<file path="src/rtl/prim_subreg_shadow_nwr_pkg.sv">
// rtl/prim_subreg_shadow_nwr_pkg.sv - shared types and width helpers for the N-write shadow slice
package prim_subreg_shadow_nwr_pkg;

   typedef enum logic [2:0] {
      SwAccessRW,
      SwAccessRO,
      SwAccessWO,
      SwAccessW1C,
      SwAccessW1S,
      SwAccessW0C,
      SwAccessRC
   } sw_access_e;

   // Phase counter never needs fewer than one bit, even for the 2-write case.
   function automatic int phase_width(int num_writes);
      return (num_writes <= 2) ? 1 : $clog2(num_writes);
   endfunction

   function automatic int timer_width(int timeout_cycles);
      return (timeout_cycles <= 1) ? 1 : $clog2(timeout_cycles + 1);
   endfunction

endpackage

</file>
<file path="src/rtl/prim_subreg_shadow_nwr_if.sv">
// rtl/prim_subreg_shadow_nwr_if.sv - SW/HW access and status bundle of the N-write shadow slice
interface prim_subreg_shadow_nwr_if
   import prim_subreg_shadow_nwr_pkg::*;
#(
   parameter int DW        = 32,
   parameter int NumWrites = 2
);
   localparam int PW = phase_width(NumWrites);

   logic          re;
   logic          we;
   logic [DW-1:0] wd;
   logic          de;
   logic [DW-1:0] d;
   logic          qe;
   logic [DW-1:0] q;
   logic [DW-1:0] qs;
   logic [PW-1:0] phase_o;
   logic          err_update;
   logic          err_timeout;
   logic          err_storage;

   modport master (
      output re, we, wd, de, d,
      input  qe, q, qs, phase_o, err_update, err_timeout, err_storage
   );

   modport slave (
      input  re, we, wd, de, d,
      output qe, q, qs, phase_o, err_update, err_timeout, err_storage
   );

endinterface

</file>
<file path="src/rtl/prim_subreg_shadow_phase_ctrl.sv">
// rtl/prim_subreg_shadow_phase_ctrl.sv - write-phase counter and partial-sequence timeout timer
module prim_subreg_shadow_phase_ctrl
   import prim_subreg_shadow_nwr_pkg::*;
#(
   parameter int NumWrites     = 2,
   parameter int TimeoutCycles = 0,
   parameter int PW            = phase_width(NumWrites)
) (
   input  logic          clk_i,
   input  logic          rst_ni,
   input  logic          we_i,
   input  logic          de_i,
   input  logic          re_i,
   input  logic          match_i,
   input  logic          lock_i,
   output logic [PW-1:0] phase_o,
   output logic          stage_en_o,
   output logic          commit_en_o,
   output logic          err_timeout_o
);
   localparam int            TW        = timer_width(TimeoutCycles);
   localparam logic [PW-1:0] LastPhase = PW'(NumWrites - 1);
   localparam logic [TW-1:0] TimerLast = TW'(TimeoutCycles - 1);

   logic [PW-1:0] phase_q;
   logic [TW-1:0] timer_q;
   logic          err_timeout_q;

   assign stage_en_o    = we_i & ~lock_i & (phase_q == '0);
   assign commit_en_o   = we_i & ~lock_i & (phase_q == LastPhase) & match_i;
   assign phase_o       = phase_q;
   assign err_timeout_o = err_timeout_q;

   // Timer only advances while a partial sequence is idle; every other branch clears it.
   always_ff @(posedge clk_i or negedge rst_ni) begin
      if (!rst_ni) begin
         phase_q       <= '0;
         timer_q       <= '0;
         err_timeout_q <= 1'b0;
      end else begin
         err_timeout_q <= 1'b0;
         timer_q       <= '0;
         if (lock_i) begin
            phase_q <= '0;
         end else if (we_i) begin
            if (phase_q == '0) begin
               phase_q <= PW'(1);
            end else if (!match_i || phase_q == LastPhase) begin
               phase_q <= '0;
            end else begin
               phase_q <= phase_q + PW'(1);
            end
         end else if (de_i || re_i) begin
            phase_q <= '0;
         end else if (TimeoutCycles > 0 && phase_q != '0) begin
            if (timer_q == TimerLast) begin
               phase_q       <= '0;
               err_timeout_q <= 1'b1;
            end else begin
               timer_q <= timer_q + TW'(1);
            end
         end
      end
   end

endmodule

</file>
<file path="src/rtl/prim_subreg_shadow_nwr.sv">
// rtl/prim_subreg_shadow_nwr.sv - shadowed RW register slice committing after N matching SW writes
module prim_subreg_shadow_nwr
   import prim_subreg_shadow_nwr_pkg::*;
#(
   parameter int            DW            = 32,
   parameter int            NumWrites     = 2,
   parameter int            TimeoutCycles = 0,
   parameter logic [DW-1:0] RESVAL        = '0
) (
   input logic                     clk_i,
   input logic                     rst_ni,
   input logic                     rst_shadowed_ni,
   prim_subreg_shadow_nwr_if.slave bus
);
   localparam int PW = phase_width(NumWrites);

   logic [DW-1:0] staged_d, staged_q;
   logic [DW-1:0] shadow_d, shadow_q;
   logic [DW-1:0] committed_d, committed_q;
   logic          qe_q, err_storage_q, err_storage;
   logic          stage_en, commit_en, hw_en, match;
   logic [PW-1:0] phase;

   assign err_storage = (~shadow_q != committed_q) | err_storage_q;
   assign match       = (~staged_q == bus.wd);
   assign hw_en       = bus.de & ~bus.we & ~err_storage;

   prim_subreg_shadow_phase_ctrl #(
      .NumWrites     (NumWrites),
      .TimeoutCycles (TimeoutCycles),
      .PW            (PW)
   ) u_phase_ctrl (
      .clk_i         (clk_i),
      .rst_ni        (rst_ni),
      .we_i          (bus.we),
      .de_i          (bus.de),
      .re_i          (bus.re),
      .match_i       (match),
      .lock_i        (err_storage),
      .phase_o       (phase),
      .stage_en_o    (stage_en),
      .commit_en_o   (commit_en),
      .err_timeout_o (bus.err_timeout)
   );

   // Staged and shadow hold inverted data so a stuck-at fault cannot match both copies.
   always_comb begin
      staged_d    = staged_q;
      shadow_d    = shadow_q;
      committed_d = committed_q;
      if (hw_en) begin
         staged_d    = ~bus.d;
         shadow_d    = ~bus.d;
         committed_d = bus.d;
      end else if (stage_en) begin
         staged_d = ~bus.wd;
      end else if (commit_en) begin
         shadow_d    = staged_q;
         committed_d = bus.wd;
      end
   end

   always_ff @(posedge clk_i or negedge rst_ni) begin
      if (!rst_ni) begin
         staged_q      <= ~RESVAL;
         committed_q   <= RESVAL;
         qe_q          <= 1'b0;
         err_storage_q <= 1'b0;
      end else begin
         staged_q      <= staged_d;
         committed_q   <= committed_d;
         qe_q          <= hw_en | commit_en;
         err_storage_q <= err_storage;
      end
   end

   always_ff @(posedge clk_i or negedge rst_shadowed_ni) begin
      if (!rst_shadowed_ni) begin
         shadow_q <= ~RESVAL;
      end else begin
         shadow_q <= shadow_d;
      end
   end

   assign bus.q           = committed_q;
   assign bus.qs          = committed_q;
   assign bus.qe          = qe_q;
   assign bus.phase_o     = phase;
   assign bus.err_update  = bus.we & ~err_storage & (phase != '0) & ~match;
   assign bus.err_storage = err_storage;

   a_num_writes: assert property (@(posedge clk_i) NumWrites >= 2 && NumWrites <= 8);
   a_phase_range: assert property (@(posedge clk_i) disable iff (!rst_ni)
      int'(phase) < NumWrites);
   a_q_needs_qe: assert property (@(posedge clk_i) disable iff (!rst_ni)
      (committed_q != $past(committed_q)) |-> qe_q);

endmodule
</file>
<file path="src/flat_wrapper.sv">
// flat-port wrapper written by rule: the top's interface ports become plain ports
module prim_subreg_shadow_nwr_flat import prim_subreg_shadow_nwr_pkg::*;
#(
   parameter int            DW            = 32,
   parameter int            NumWrites     = 2,
   parameter int            TimeoutCycles = 0,
   parameter logic [DW-1:0] RESVAL        = '0
)
  (clk_i, rst_ni, rst_shadowed_ni, bus_re, bus_we, bus_wd, bus_de, bus_d, bus_qe, bus_q, bus_qs, bus_phase_o, bus_err_update, bus_err_timeout, bus_err_storage);
  prim_subreg_shadow_nwr_if #(.DW(DW), .NumWrites(NumWrites)) bus_i ();
  input logic clk_i;
  input logic rst_ni;
  input logic rst_shadowed_ni;
  input wire logic [$bits(bus_i.re)-1:0] bus_re;
  input wire logic [$bits(bus_i.we)-1:0] bus_we;
  input wire logic [$bits(bus_i.wd)-1:0] bus_wd;
  input wire logic [$bits(bus_i.de)-1:0] bus_de;
  input wire logic [$bits(bus_i.d)-1:0] bus_d;
  output wire logic [$bits(bus_i.qe)-1:0] bus_qe;
  output wire logic [$bits(bus_i.q)-1:0] bus_q;
  output wire logic [$bits(bus_i.qs)-1:0] bus_qs;
  output wire logic [$bits(bus_i.phase_o)-1:0] bus_phase_o;
  output wire logic [$bits(bus_i.err_update)-1:0] bus_err_update;
  output wire logic [$bits(bus_i.err_timeout)-1:0] bus_err_timeout;
  output wire logic [$bits(bus_i.err_storage)-1:0] bus_err_storage;
  assign bus_i.re = bus_re;
  assign bus_i.we = bus_we;
  assign bus_i.wd = bus_wd;
  assign bus_i.de = bus_de;
  assign bus_i.d = bus_d;
  assign bus_qe = bus_i.qe;
  assign bus_q = bus_i.q;
  assign bus_qs = bus_i.qs;
  assign bus_phase_o = bus_i.phase_o;
  assign bus_err_update = bus_i.err_update;
  assign bus_err_timeout = bus_i.err_timeout;
  assign bus_err_storage = bus_i.err_storage;
  prim_subreg_shadow_nwr #(.DW(DW), .NumWrites(NumWrites), .TimeoutCycles(TimeoutCycles), .RESVAL(RESVAL)) u_core (.clk_i(clk_i), .rst_ni(rst_ni), .rst_shadowed_ni(rst_shadowed_ni), .bus(bus_i));
endmodule
</file>
<file path="config.mk">
export PLATFORM = sky130hd
export DESIGN_NAME = prim_subreg_shadow_nwr_flat
export DESIGN_NICKNAME = d
export VERILOG_FILES = /design/src/rtl/prim_subreg_shadow_nwr_pkg.sv /design/src/rtl/prim_subreg_shadow_nwr_if.sv /design/src/rtl/prim_subreg_shadow_phase_ctrl.sv /design/src/rtl/prim_subreg_shadow_nwr.sv /design/src/flat_wrapper.sv
export SDC_FILE = /design/constraint.sdc
export NUM_CORES = 1
export LEC_CHECK = 0
export CAP_MARGIN = 25
export CORE_AREA = 5 5 119 121
export CTS_CLUSTER_DIAMETER = 100
export DETAILED_ROUTE_END_ITERATION = 16
export DIE_AREA = 0 0 124 126
export PLACE_DENSITY = 0.73
export SYNTH_ARGS = -nofsm -noshare
export SYNTH_HDL_FRONTEND = slang
export SYNTH_HIERARCHICAL = 1
export SYNTH_SLANG_ARGS = --single-unit
</file>
<file path="constraint.sdc">
create_clock -name clk_i -period 4.59 [get_ports clk_i]
set_input_delay 0.918 -clock clk_i [delete_from_list [all_inputs] [get_ports clk_i]]
set_output_delay 0.918 -clock clk_i [all_outputs]
set_load 0.05 [all_outputs]
</file>
======== After elaboration in Yosys (flattened, before gate mapping) ========
Index checks and enable logic that the tools add are counted.
W data, S select, Z words.
word-level totals
  input port bits ......................... 70
  memory bits (read-only) ................. 0
  memory bits (writable) .................. 0
  bits in latches ......................... 0
  memories ................................ 0
  register bits ........................... 99
cells by class
  div/mod/pow operators ................... 0
  $mul .................................... 0
  eq/ne operators ......................... 3
  reduce and logical (&&, ||, !) cells .... 7
  $add $sub $neg .......................... 1
  order comparisons ....................... 0
  muxes and demuxes ....................... 13
  bitwise operators ....................... 17
  shifts and indexed selects .............. 0
operators by type and width
  operator               count
  $mux W32               8
  $not A32 Y32           4
  $eq A32 B32 Y1         1
  $ne A32 B32 Y1         1
  $and A1 B1 Y1          7
  $mux W1                5
  $not A1 Y1             4
  $reduce_bool A2 Y1     2
  $reduce_bool A3 Y1     1
  $logic_or A1 B1 Y1     2
  $ne A2 B2 Y1 const B   1
  $or A1 B1 Y1           2
  $reduce_and A2 Y1      1
  $add A1 B1 Y1 const B  1
  $logic_not A1 Y1       1

======== Longest topological paths before layout ========
Gate-level depths: netlist (run 1).
  word-level depth ........................ 10
  gate-level depth with buffers ........... 11

======== Cells and area by module ========
Netlist (run 1), hierarchy kept.
modules (own cells, without submodules)
  module                         cells each  area an instance (sq um)  instances  sequential area each (sq um)
  prim_subreg_shadow_nwr         473         5626.6                    1          2532.4
  prim_subreg_shadow_phase_ctrl  8           77.6                      1          25.0

======== Least setup slack after synthesis (run 1) ========
OpenSTA, ideal clock, no wires.
  path kind ............................... reg-to-output
  start ................................... register u_core.committed_q[29] (netlist: u_core/bus.q[29])
  end ..................................... output bus_err_update
  arrival ................................. 3042 ps
  cell stages (with the launch flop) ...... 6
  setup slack ............................. 630 ps
  required time ........................... 3672 ps
  path through ............................ dfrtp_1 > a2bb2oi_1 > nand4_1 > nor4_2 > nand3_1 > nor3_1
on the way
  longest elaborated chain between the ends .. 6
RTL lines
  what                        line                          text
  from (decl)                 prim_subreg_shadow_nwr.sv:19  logic [DW-1:0] committed_d, committed_q;
  from (signal assigned)      prim_subreg_shadow_nwr.sv:71  committed_q <= committed_d;
  $ne A32 B32 Y1              prim_subreg_shadow_nwr.sv:24  assign err_storage = (~shadow_q != committed_q) | err_storage_q;
  $or A1 B1 Y1                prim_subreg_shadow_nwr.sv:24
  named net bus_err_storage   flat_wrapper.sv:25            output wire logic [$bits(bus_i.err_storage)-1:0] bus_err_storage;
  $not A1 Y1                  prim_subreg_shadow_nwr.sv:89  assign bus.err_update = bus.we & ~err_storage & (phase != '0) & ~match;
  $and A1 B1 Y1 (3 in a row)  prim_subreg_shadow_nwr.sv:89
  to (decl)                   flat_wrapper.sv:23            output wire logic [$bits(bus_i.err_update)-1:0] bus_err_update;
The timed path passes the listed nets, and every way through them passes these cells.

======== Final worst setup path (run 1) ========
  start ................................... input bus_wd[21]
  end ..................................... output bus_err_update
on the way
  longest elaborated chain between the ends .. 3
RTL lines
  what                    line                          text
  from (decl)             flat_wrapper.sv:16            input wire logic [$bits(bus_i.wd)-1:0] bus_wd;
  $eq A32 B32 Y1          prim_subreg_shadow_nwr.sv:25  assign match = (~staged_q == bus.wd);
  named net u_core.match  prim_subreg_shadow_nwr.sv:21  logic stage_en, commit_en, hw_en, match;
  $not A1 Y1              prim_subreg_shadow_nwr.sv:89
  $and A1 B1 Y1           prim_subreg_shadow_nwr.sv:89
The timed path passes the listed nets, and every way through them passes these cells.

==> results.toml, run 1 <==
[die]
die_area_um2 = 15620
top_level_ports = 139
fp-row-count = 42
coreArea_um2 = 12980
die_w_um = 124
initial_core_util_pct = 43.95
fp.dieH_um = 126

[sta]
slew_violations = 0
layout_min_cycle_time_ns = 4.090
setup_tns_ns = 0
finalHoldViolCount = 0
holdWs_ns = 0.5737
rsz0062_at_grt = "no"
finalCritPeriodShare_pct = 89.10
fmax_ghz = 0.2445
setup_viol = 0
slew_headroom_pct = 51.34
clock_skew_ns = 0.01073
worst_slew_pin_slew_ns = 0.7300

[clocking]
clk_latency_ns = 0.34
cts_tree = "built"
cts_inserted_buffers = 9
clk_path_buf_depth = 2
cts_htree_levels = 3
cts_setup_buffers = 0
cts_root_buf = "clkbuf_16"
clock_sinks = 99
clk_pin_slew_worst_paths_ns = 0.06
cts.repair.resized = 0
cts-hold-fix-buffers = 0

[run_status]
outcome = "completed"

[job]
maxCapViolations = 0

[grt]
grt_pass1_wl_um = 22820
antenna_found_initial = 0
grt_pass1_vias = 4202
grt_max_degree = 78
gr-usage-all-layers_pct = 18.98
grt_overflow = 0

[worst_setup_path]
cp-startpoint = "bus_wd[21]"
arrival_ns = 3.17
cp_max_fo = 3
r2r-start = "u_core/shadow_q[18]"
worst_setup_path_end_kind = "primary output"
cp_data_required_time_ns = 3.67
worst_setup_path_start_kind = "input pin"
worstSetupPathType = "in2out"

[layout]
final_nets = 648
final_cell_mix = "clkdlybuf4s50_1 (136), mux2i_1 (96), dfstp_2 (64), mux2_2 (61), dfrtp_1 (35)"
fin_util_pct = 56.04
syn2layout_area_growth_pct = 27.53
drive_gt1_share_pct = 25.73
final_common_cell = "clkdlybuf4s50_1"
antenna_cells = 0

[worst_hold_path]
hold_class = "reg2reg"
min-delay-start = "u_core/shadow_q[10]"

[logic_synthesis]
syn_inst = 481
synth_top_cell_area_share_pct = 29.48
synth_edf_count = 0
postSynth.asyncResetShare_pct = 100.0
synth_cell_types = 34
ys_ff_latch = 99
synth_area_um2 = 5704
synth_ff_type = "dfstp_2"
seq_area_frac_synth_pct = 44.83
yosys-top-cells-area = "dfstp_2 (29%), mux2i_1 (17%), dfrtp_1 (15%)"
yosysWarningCount = 6
yosysTopAreaCell = "dfstp_2"
syn_nets = 551
synth.avg_cell_area_um2 = 11.86

[placement]
place_congestion = 0.7974
dp_hpwl_um = 10570
portBuffers = 137

[power_and_ir_drop]
power_density_nw_per_um2 = 255.4
p_sw_w = 0.0004101
max-vdd-ir-drop_v = 0.0001826
seqPwrFrac_pct = 49.7
p_sw_share_pct = 22.07
p_clk_share_pct = 41.2
p_int_w = 0.001448
pwr-share-comb_pct = 9.1
leakagePower_nw = 3.279

[routing]
drt_iter0_drc = 207
wl_per_cell_um = 19.18
vias_per_cell = 5.339
ant_nets = 0
first_pass_iters = 5
routed_wl_um = 14560
via_count = 4052
drc = 0
critical path, stage by stage:
cell and delay [ns]:
clkdlybuf4s50_1 0.51, xnor2_1 0.14, nor4_1 0.45, nand4_1 0.15
nor2_1 0.22, nor3_1 0.08, clkdlybuf4s50_1 0.71
path summary, 6_finish.rpt:
| path | to | slack [ns] | cells after the start |
|---|---|---|---|
| hold / removal | u_core/shadow_q[10] | 0.57 | 2 |
| hold reg to reg | u_core/shadow_q[10] | 0.57 | 2 |
| setup reg to reg | u_core/bus.q[2] | 1.13 | 9 |
| min in group asynchronous | u_core/bus.qe | 0.63 | 1 |
| setup / recovery | bus_err_update | 0.50 | 7 |
| max in group asynchronous | u_core/staged_q[22] | 2.95 | 2 |
power groups by stage:
stage / registers [W] / clock network (W) / logic (W)
final: 0.000924 / 0.000766 / 0.000168
after global routing: 0.000926 / 0.000818 / 0.000183
after CTS: 0.000923 / 0.000787 / 0.000171
after detailed placement: 0.000937 / 0 / 0.000169
after global placement: 0.000935 / 0 / 0.000167
after floorplan: 0.000933 / 0 / 0.0000534
cells in the mapped netlist (all sizes together), types with 2 or more instances:
library cell,instances
xor2,21
buf,53
xnor2,32
a2bb2oi,4
nor4,11
nand3,2
nor3,2
clkbuf,5
o21ai,32
dfrtp,35
dfstp,64
o22ai,2
nand4,9
mux2,64
a22oi,2
mux2i,96
nand2,34
nor2b,2
layout make-up:
type / count / area [um2]
fill: 1114 / 5705
multi-input combinational: 324 / 2754
sequential: 99 / 2557
timing repair buffer: 144 / 1444
clock buffer: 14 / 264.0
tap: 176 / 220.2
clock inverter: 2 / 35.03
sequential cells by signal, summed over array words and instances, names as in the netlist:
signal	flops
u_core/err_storage_q	1
u_core/u_phase_ctrl/phase_o	1
u_core/shadow_q	32
u_core/bus.q	32
u_core/bus.qe	1
u_core/staged_q	32
cells by family (layout without fill, tap and decap cells):
kind of cell              after synthesis  count (layout)  share of synthesized area [%]
AOI/OAI and AO/OA                      44              44                          4.452
other                                   1               1                        0.06574
and+or+nand+nor                        66              66                          5.922
muxes                                 160             160                          29.48
xor gates and xnor gates               53              53                          8.138
DFF                                    99              99                          44.83
buffers and inverters                  58             160                          7.107
layer usage:
metal,vias up,GRT usage (%),wire length [um]
met5,-,0,0
met4,0,6.508,279
met3,24,2.915,816
met2,134,31.02,7090
met1,2015,25.62,6371
li1,1879,-,-
metrics by stage:
stage / setup slack (ns) / std cells / area [um2] / power [W]
after floorplan: 0.6295 / 481 / 5704 / 0.0009865
after global placement: 0.4906 / 743 / 6975 / 0.001102
after detailed placement: 0.5045 / 743 / 6975 / 0.001106
after CTS: 0.5052 / 759 / 7274 / 0.001880
after global routing: 0.3988 / 759 / 7274 / 0.001927
final: 0.5001 / 759 / 7274 / 0.001858
No activity file was read; power rests on OpenSTA's default activity.
==> run 2: changes to the inputs <==
--- a/config.mk
+++ b/config.mk
@@ -15,3 +15,4 @@
 export SYNTH_HDL_FRONTEND = slang
 export SYNTH_HIERARCHICAL = 1
 export SYNTH_SLANG_ARGS = --single-unit
+export TNS_END_PERCENT = 50
==> results of run 2 <==
No change in the layout: final DEF, timing and power equal those of run 1.
==> run 3: changes to the inputs <==
--- a/config.mk
+++ b/config.mk
@@ -7,6 +7,7 @@
 export LEC_CHECK = 0
 export CAP_MARGIN = 25
 export CORE_AREA = 5 5 119 121
+export CTS_BUF_LIST = sky130_fd_sc_hd__clkbuf_4
 export CTS_CLUSTER_DIAMETER = 100
 export DETAILED_ROUTE_END_ITERATION = 16
 export DIE_AREA = 0 0 124 126
==> results.toml, run 3 (same netlist as run 1, synthesis figures left out) <==
[run_status]
outcome = "completed"

[routing]
wl_per_cell_um = 19.07
ant_nets = 0
routed_wl_um = 14480
drt_iter0_drc = 199
via_count = 4032
first_pass_iters = 5
vias_per_cell = 5.312
drc = 0

[die]
initial_core_util_pct = 43.95
die_area_um2 = 15620
die_w_um = 124
fp-row-count = 42
coreArea_um2 = 12980
top_level_ports = 139
fp.dieH_um = 126

[sta]
layout_min_cycle_time_ns = 4.131
fmax_ghz = 0.2421
finalHoldViolCount = 0
worst_slew_pin_slew_ns = 0.7353
setup_tns_ns = 0
finalCritPeriodShare_pct = 90.00
rsz0062_at_grt = "no"
clock_skew_ns = 0.02205
setup_viol = 0
slew_headroom_pct = 50.98
slew_violations = 0

[placement]
portBuffers = 137
dp_hpwl_um = 10570
place_congestion = 0.7974

[worst_setup_path]
cp_data_required_time_ns = 3.67
cp_max_fo = 6
regToRegSetupSlack_ns = 1.14
worstSetupPathType = "reg2out"
crit_path_cell_trace = "xor2_1, nand3_1, nor3_1, nand3_1, nor3_1, clkdlybuf4s50_1"
worst_path_max_delay_cell = "clkdlybuf4s50_1"
path_depth = 6
r2r_cells = 9
arrival_ns = 3.21
worst_setup_path_end_kind = "primary output"
critPathBufInv = 1
cp_slowest_stage_delay_ns = 0.83
path_delay_family = "simple AND/OR/NAND/NOR gates"
worst_setup_path_start_kind = "flop"

[clocking]
cts_tree = "built"
cts.repair.resized = 0
clk_latency_ns = 0.45
cts_root_buf = "clkbuf_4"
cts_htree_levels = 3
clk_path_buf_depth = 2
clk_pin_slew_worst_paths_ns = 0.16
cts-hold-fix-buffers = 0
clock_sinks = 99
cts_inserted_buffers = 9
cts_setup_buffers = 0

[grt]
grt_max_degree = 78
grt_pass1_wl_um = 22660
antenna_found_initial = 0
grt_overflow = 0
gr-usage-all-layers_pct = 18.82
grt_pass1_vias = 4171

[power_and_ir_drop]
power_w = 0.001558
leakagePower_nw = 3.208
max-vdd-ir-drop_v = 0.0001204
power_density_nw_per_um2 = 219.2

[layout]
final_cell_mix = "clkdlybuf4s50_1 (136), mux2i_1 (96), dfstp_2 (64), mux2_2 (61), dfrtp_1 (35)"
drive_gt1_share_pct = 25.90
syn2layout_area_growth_pct = 24.61
fillers = 1139
regArea_um2 = 2557
antenna_cells = 0
multi_input_area_um2 = 2754
final_nets = 648
final_common_cell = "clkdlybuf4s50_1"

[worst_hold_path]
hold_class = "in2async"

[job]
maxCapViolations = 0
-- run 3: worst paths after layout --
check,start,to
worst max register to register,u_core/shadow_q[18],u_core/bus.q[2]
worst max-delay path,u_core/shadow_q[18],bus_err_update
worst min register to register,u_core/shadow_q[19],u_core/shadow_q[19]
min in group clk_i,u_core/shadow_q[19],u_core/shadow_q[19]
worst min-delay path,rst_ni,u_core/bus.qe
max in group asynchronous,rst_ni,u_core/staged_q[13]
-- run 3: per-layer routing --
layer | routed length (um) | global-route usage [%]
met1 | 6286 | 25.41
met2 | 7138 | 30.80
met3 | 801 | 3.049
met4 | 249 | 6.121
met5 | 0 | 0
-- run 3: metrics by stage --
step / util, % / setup slack, ns / hold slack [ns] / cell area [um2] / std cells
final: 54.76 / 0.4589 / 0.4915 / 7108 / 759
after global routing: 54.76 / 0.2986 / 0.5253 / 7108 / 759
after CTS: 54.76 / 0.4007 / 0.4971 / 7108 / 759
after detailed placement: 53.74 / 0.5045 / 0.5680 / 6975 / 743
after global placement: 53.74 / 0.4906 / 0.5560 / 6975 / 743
after floorplan: - / 0.6295 / 0.5456 / 5704 / 481
-- run 3: power by group --
| part | internal, W | switching, W | leakage [nW] |
|---|---|---|---|
| Clock | 0.000181 | 0.000285 | 0.0764 |
| Sequential | 0.000907 | 0.0000163 | 1.15 |
| Combinational | 0.0000886 | 0.0000799 | 1.98 |
| Total | 0.00118 | 0.000381 | 3.21 |
-- run 3: cell type report --
type	instances	area share (%)
multi-input combinational	324	38.74
sequential	99	35.98
timing repair buffer	144	20.31
tap	176	3.098
clock buffer	12	1.267
clock inverter	4	0.5985
-- run 3: worst reg2reg max path, stage by stage, from the launching register on --
cell	delay, ns
dfstp_2	0.56
xor2_1	0.26
nand3_1	0.20
nor3_1	0.37
nand3_1	0.30
and4b_2	0.37
nor2b_4	0.18
buf_4	0.41
mux2_2	0.43
mux2_1	0.29
